### src/rtl/spi_arb_pkg.sv
// spi_arb_pkg: opcodes, FSM state encoding and port ids shared by the SPI memory arbiter
package spi_arb_pkg;
  localparam logic [7:0] SPI_OP_READ  = 8'h03;
  localparam logic [7:0] SPI_OP_WRITE = 8'h02;
  typedef enum logic [2:0] {IDLE, CMD, ADDR, RDATA, WDATA, DONE, GAP} state_t;
  typedef enum logic {PORT_FETCH, PORT_DATA} port_t;
endpackage

### src/rtl/spi_shift_engine.sv
// spi_shift_engine: mode-0 SCLK divider with MSB-first shift-out/shift-in; o_last flags the final cycle of a phase
module spi_shift_engine #(
  parameter int SCK_HALF = 1
) (
  input  logic        clk,
  input  logic        rst_n,
  input  logic        i_start,
  input  logic [4:0]  i_nbits,
  input  logic [23:0] i_dout,
  input  logic        i_miso,
  output logic        o_sclk,
  output logic        o_mosi,
  output logic        o_last,
  output logic [15:0] o_rdata
);
  logic        r_busy, r_sclk;
  logic [4:0]  r_cnt;
  logic [15:0] r_div, r_in;
  logic [23:0] r_sh;
  logic        w_tick;
  assign w_tick  = r_busy && r_div == 16'(SCK_HALF - 1);
  assign o_last  = w_tick && r_sclk && r_cnt == 5'd1;
  assign o_sclk  = r_sclk;
  assign o_mosi  = r_sh[23];
  assign o_rdata = r_in;
  // a start on the last cycle of a phase chains the next phase with no idle bit
  always_ff @(posedge clk or negedge rst_n) begin
    if (!rst_n) begin
      r_busy <= 1'b0;
      r_sclk <= 1'b0;
      r_cnt  <= '0;
      r_div  <= '0;
      r_sh   <= '0;
      r_in   <= '0;
    end else if (i_start) begin
      r_busy <= 1'b1;
      r_sclk <= 1'b0;
      r_div  <= '0;
      r_cnt  <= i_nbits;
      r_sh   <= i_dout;
    end else if (r_busy) begin
      r_div <= w_tick ? '0 : r_div + 16'd1;
      if (w_tick) begin
        r_sclk <= !r_sclk;
        if (!r_sclk) r_in <= {r_in[14:0], i_miso};
        else begin
          r_sh   <= {r_sh[22:0], 1'b0};
          r_cnt  <= r_cnt - 5'd1;
          r_busy <= r_cnt != 5'd1;
        end
      end
    end
  end
endmodule

### src/rtl/spi_mem_arbiter.sv
// spi_mem_arbiter: round-robin share of one SPI memory bus between instruction fetch and a byte data port
module spi_mem_arbiter #(
  parameter int          SCK_HALF   = 1,
  parameter int          CS_GAP     = 2,
  parameter logic [23:0] FETCH_BASE = 24'h000000,
  parameter logic [23:0] DATA_BASE  = 24'h010000,
  parameter int          DADDR_W    = 8
) (
  input  logic               clk,
  input  logic               rst_n,
  input  logic               fetch_req,
  input  logic [15:0]        fetch_addr,
  output logic               fetch_ready,
  output logic [15:0]        fetch_data,
  input  logic               data_req,
  input  logic               data_we,
  input  logic [DADDR_W-1:0] data_addr,
  input  logic [7:0]         data_wdata,
  output logic               data_ready,
  output logic [7:0]         data_rdata,
  output logic               spi_cs,
  output logic               spi_sclk,
  output logic               spi_io0_o,
  output logic               spi_io0_oe,
  input  logic               spi_io1_i
);
  import spi_arb_pkg::*;
  state_t      r_state, w_next;
  port_t       r_last_grant, r_port;
  logic        r_we, r_fetch_ready, r_data_ready;
  logic [23:0] r_addr, w_addr, w_dout;
  logic [7:0]  r_wdata, r_gap, r_data_rdata;
  logic [15:0] r_fetch_data, w_rdata;
  logic        w_any, w_pick_data, w_start, w_last, w_fin, w_mosi;
  logic [4:0]  w_nbits;
  assign w_any       = fetch_req | data_req;
  assign w_pick_data = data_req & (~fetch_req | r_last_grant == PORT_FETCH);
  assign w_addr      = w_pick_data ? DATA_BASE + 24'(data_addr) : FETCH_BASE + 24'({fetch_addr, 1'b0});
  assign w_fin       = w_last & (r_state == RDATA | r_state == WDATA);
  assign spi_cs      = r_state inside {IDLE, DONE, GAP};
  assign spi_io0_oe  = r_state inside {CMD, ADDR, WDATA};
  assign spi_io0_o   = spi_io0_oe & w_mosi;
  assign fetch_ready = r_fetch_ready;
  assign data_ready  = r_data_ready;
  assign fetch_data  = r_fetch_data;
  assign data_rdata  = r_data_rdata;
  spi_shift_engine #(.SCK_HALF(SCK_HALF)) u_eng (
    .clk(clk), .rst_n(rst_n), .i_start(w_start), .i_nbits(w_nbits), .i_dout(w_dout),
    .i_miso(spi_io1_i), .o_sclk(spi_sclk), .o_mosi(w_mosi), .o_last(w_last), .o_rdata(w_rdata)
  );
  // next state and the shift-engine load for the phase that starts at the coming edge
  always_comb begin
    w_next  = r_state;
    w_start = 1'b0;
    w_nbits = 5'd8;
    w_dout  = '0;
    case (r_state)
      IDLE: if (w_any) begin
        w_next  = CMD;
        w_start = 1'b1;
        w_dout  = {(w_pick_data & data_we) ? SPI_OP_WRITE : SPI_OP_READ, 16'h0};
      end
      CMD: if (w_last) begin
        w_next  = ADDR;
        w_start = 1'b1;
        w_nbits = 5'd24;
        w_dout  = r_addr;
      end
      ADDR: if (w_last) begin
        w_next  = r_we ? WDATA : RDATA;
        w_start = 1'b1;
        w_nbits = (!r_we && r_port == PORT_FETCH) ? 5'd16 : 5'd8;
        w_dout  = r_we ? {r_wdata, 16'h0} : 24'h0;
      end
      RDATA, WDATA: if (w_last) w_next = DONE;
      DONE: w_next = CS_GAP > 1 ? GAP : IDLE;
      GAP: if (r_gap == 8'd0) w_next = IDLE;
      default: w_next = IDLE;
    endcase
  end
  // state, grant latches, gap counter, ready pulses and returned data
  always_ff @(posedge clk or negedge rst_n) begin
    if (!rst_n) begin
      r_state       <= IDLE;
      r_last_grant  <= PORT_FETCH;
      r_port        <= PORT_FETCH;
      r_we          <= 1'b0;
      r_addr        <= '0;
      r_wdata       <= '0;
      r_gap         <= '0;
      r_fetch_ready <= 1'b0;
      r_data_ready  <= 1'b0;
      r_fetch_data  <= '0;
      r_data_rdata  <= '0;
    end else begin
      r_state <= w_next;
      if (r_state == IDLE && w_any) begin
        r_port       <= w_pick_data ? PORT_DATA : PORT_FETCH;
        r_last_grant <= w_pick_data ? PORT_DATA : PORT_FETCH;
        r_we         <= w_pick_data & data_we;
        r_addr       <= w_addr;
        r_wdata      <= data_wdata;
      end
      if (r_state == DONE) r_gap <= 8'(CS_GAP - 2);
      else if (r_state == GAP) r_gap <= r_gap - 8'd1;
      r_fetch_ready <= w_fin & r_port == PORT_FETCH;
      r_data_ready  <= w_fin & r_port == PORT_DATA;
      if (w_fin & r_port == PORT_FETCH) r_fetch_data <= w_rdata;
      if (w_fin & r_port == PORT_DATA & ~r_we) r_data_rdata <= w_rdata[7:0];
    end
  end
endmodule
### config.mk
export PLATFORM = sky130hd
export DESIGN_NAME = spi_mem_arbiter
export DESIGN_NICKNAME = d
export VERILOG_FILES = /design/src/rtl/spi_arb_pkg.sv /design/src/rtl/spi_shift_engine.sv /design/src/rtl/spi_mem_arbiter.sv
export SDC_FILE = /design/constraint.sdc
export NUM_CORES = 1
export LEC_CHECK = 0
export CORE_MARGIN = 4
export CORE_UTILIZATION = 56
export DETAILED_ROUTE_END_ITERATION = 8
export GPL_TIMING_DRIVEN = 0
export PLACE_DENSITY_LB_ADDON = 0.15
export REMOVE_ABC_BUFFERS = 1
export SETUP_SLACK_MARGIN = 0.3
export SKIP_CTS_REPAIR_TIMING = 1
export SLEW_MARGIN = 10
export SYNTH_ARGS = -nofsm -noshare
export SYNTH_HDL_FRONTEND = slang
export SYNTH_SLANG_ARGS = --single-unit
### constraint.sdc
create_clock -name clk -period 2.4 [get_ports clk]
set_input_delay 0.48 -clock clk [delete_from_list [all_inputs] [get_ports clk]]
set_output_delay 0.48 -clock clk [all_outputs]
set_load 0.05 [all_outputs]
==> results.txt <==
Area leader, netlist = dfrtp_1
Worst skew pair latency = 520 ps
CTS Buffer Depth = 2
Critical path endpoint = spi_io0_o
Die height = 110.5 µm
Slew Viols, Final = 0
Sequential power share = 42.7%
Post-synth EDFFs = 0
GP Congestion = 0.7731
Crit path max fanout = 8
Total wire length = 15.97 mm
Starting DRT DRC Count = 358
CTS tree = built
Synth area leaders = dfrtp_1 (54%), mux2_2 (7.5%), nand2_1 (5.2%)
Slew headroom = 61.87%
Seq. cell area = 0.003193 mm²
Worst-margin pin slew = 570.6 ps
Fin. Hold Viols = 0
Vias in the first global route = 4299
Clock Power Share = 54.8%
Drt via density = 6.053
Fin crit share = 97.37%
Worst hold start = data_wdata[6]
Final Cell Area = 0.008252 mm²
Routed Antenna Nets = 0
Die Footprint = 0.01221 mm²
Drt drc = 0
Crit-path cells = nor3b_4 > a21o_1 > and2_4 > buf_8
Worst Hold Path Cells = 3
Clk Tree Root Cell = clkbuf_8
Pin count of the biggest net entering global routing = 69
Ys async rst share = 100.0%
Net Sw Power = 1.041 mW
First-pass iteration count of the detailed router = 5
GRT overflow = 0
Port buffer count = 67
Synthesized cell area = 0.005886 mm²
First-pass GRT wire length = 20.52 mm
Status = completed
FF-to-FF End = data_rdata[6]$_DFFE_PN0P_
Via Count = 4945
# diodes = 0
Synth Register Bits = 127
Share of cells above drive strength 1 = 28.78%
Number of buffers created by CTS = 17
Worst Slack Setup Final = 63.17 ps
Cell Area, Placed = 0.006655 mm²
Switching Fraction = 20.74%
Ys flop type = dfrtp_1
Post-synthesis sequential area ratio = 54.00%
Clk sinks = 127
Nets = 712
Synth top area share = 54.00%
Most numerous cell in the Yosys netlist = dfrtp_1
LEAKAGE = 4.280 nW
Min-delay worst type = input pin to register
CP Capture Type = output pin
Commonest cells in the netlist = dfrtp_1 (127), nand2_1 (82), nor2_1 (65), mux2_2 (39), o21ai_0 (27)
R2R Setup Slk = 150 ps
Crit Reg-Reg Startpoint = u_eng.r_div[1]$_DFFE_PN0P_
Internal = 3.978 mW
YS warnings = 0
Critical path class = register to output pin
HPWL Detailed = 7.990 mm
Syn Area/Cell = 10.60 µm²
Fillers = 566
Pwr/cell area = 608.2 mW/mm²
Path depth of the worst reg2reg path = 8
WL per Instance = 19.55 µm
Rows = 37
Worst Skew = 8.164 ps
Maximum vdd ir drop = 0.4667 mV
Synth Instances = 555
Final setup fails = 0
Total power = 5.019 mW
Multi-input logic area = 0.002873 mm²
RSZ-0062 raised after global routing = true
Max-Cap Viols = 0
Clock slew at reported path FFs = 60 ps
H-tree depth = 4
Setup TNS = 0 ps
Ports = 68
CP max stage delay = 550 ps
Core Footprint = 0.01028 mm²
Gr usage total = 20.36%
Req. time, crit path = 1920 ps
Synthesis-to-finish area growth = 40.20%
Yosys cell types = 62
Worst setup startpoint = r_state[2]$_DFFE_PN0P_
Initial antenna violation count = 0
Die span in x = 110.5 µm
Setup crit start kind = register
Critical Path AT = 1860 ps
Hold slack = 485.4 ps
Post-Place Worst Slack = -676.3 ps
Master of the slowest instance on the critical path = dfrtp_4
Gate power share = 2.5%
Achievable Freq = 0.4279 GHz
Minimum clock period = 2337 ps
Starting density of the core = 57.27%
## metal layers
| metal | part of all wire [%] | vias up | global-route usage, % | routed length (µm) |
|---|---|---|---|---|
| met4 | 2.9 | 0 | 7.800 | 463 |
| met1 | 40 | 2478 | 26.17 | 6465 |
| met3 | 4.7 | 47 | 4.822 | 753 |
| li1 | - | 2221 | - | - |
| met2 | 52 | 199 | 33.54 | 8291 |
| met5 | 0 | - | 0 | 0 |
## sequential cells by signal, summed over array words and instances, names as in the netlist, 8 cells and up
register	count
r_wdata	8
r_gap	8
u_eng.o_rdata	16
u_eng.r_sh	24
u_eng.r_div	16
r_addr	17
fetch_data	16
data_rdata	8
## power groups by stage
stage / logic [mW] / registers (mW) / clock network [mW]
2_1_floorplan: 0.0110 / 2.18 / 0
3_5_place_dp: 0.128 / 2.18 / 0
3_3_place_gp: 0.117 / 2.18 / 0
5_1_grt: 0.140 / 2.14 / 2.88
6_report: 0.127 / 2.14 / 2.75
4_1_cts: 0.128 / 2.14 / 2.77
## per-stage QoR
step	instances	utilization, %
2_1_floorplan	522	-
6_report	817	80.29
3_3_place_gp	725	63.95
5_1_grt	817	80.29
3_5_place_dp	728	64.76
4_1_cts	760	70.94
## layout by cell type, fill, tap and decap left out, drive strengths merged, types with 9 or more instances in the layout
master and instances:
inv 14, o21ai 28, clkbuf 22, buf 55, mux2 41, or3 11, clkdlybuf4s50 36, nand3 16
a21oi 22, dfrtp 127, a31oi 9, nor2 66, nand2 84, dlymetal6s2s 27, a221oi 24
## area by class of cell
| type | count | area share (%) |
|---|---|---|
| repair buffers | 121 | 16.09 |
| clock buffers | 20 | 5.519 |
| clock inverters | 12 | 2.183 |
| inverters | 13 | 0.6368 |
| flip-flops and latches | 127 | 38.70 |
| multi-input cells | 388 | 34.81 |
| well taps | 136 | 2.062 |
## worst max-delay path, delay by kind of cell, from the launching register on
kind	cells	cell delay [ps]
AO/OA/AOI/OAI	1	170
AND/OR/NAND/NOR	2	460
buffers and inverters	1	140
flip-flops	1	550
## cells by family (layout without fill, tap and decap cells)
kind of cell,Yosys count,in the layout,share of synthesized area (%)
and+or+nand+nor,218,220,19.43
xor gates and xnor gates,7,7,1.042
adders and majority gates,6,6,1.275
buffers and inverters,46,166,3.444
AOI/OAI and AO/OA,106,110,12.29
DFF,127,127,54.00
muxes,45,45,8.525
## worst min-delay path by stage
| stage | to |
|---|---|
| 4_1_cts | fetch_data[1]$_DFFE_PN0P_ |
| 3_3_place_gp | r_addr[14]$_DFFE_PN0P_ |
| 6_report | r_wdata[6]$_DFFE_PN0P_ |
| 2_1_floorplan | data_rdata[0]$_DFFE_PN0P_ |
| 3_5_place_dp | r_addr[8]$_DFFE_PN0P_ |
| 5_1_grt | r_wdata[4]$_DFFE_PN0P_ |
Power figures use the tool's default switching activity.
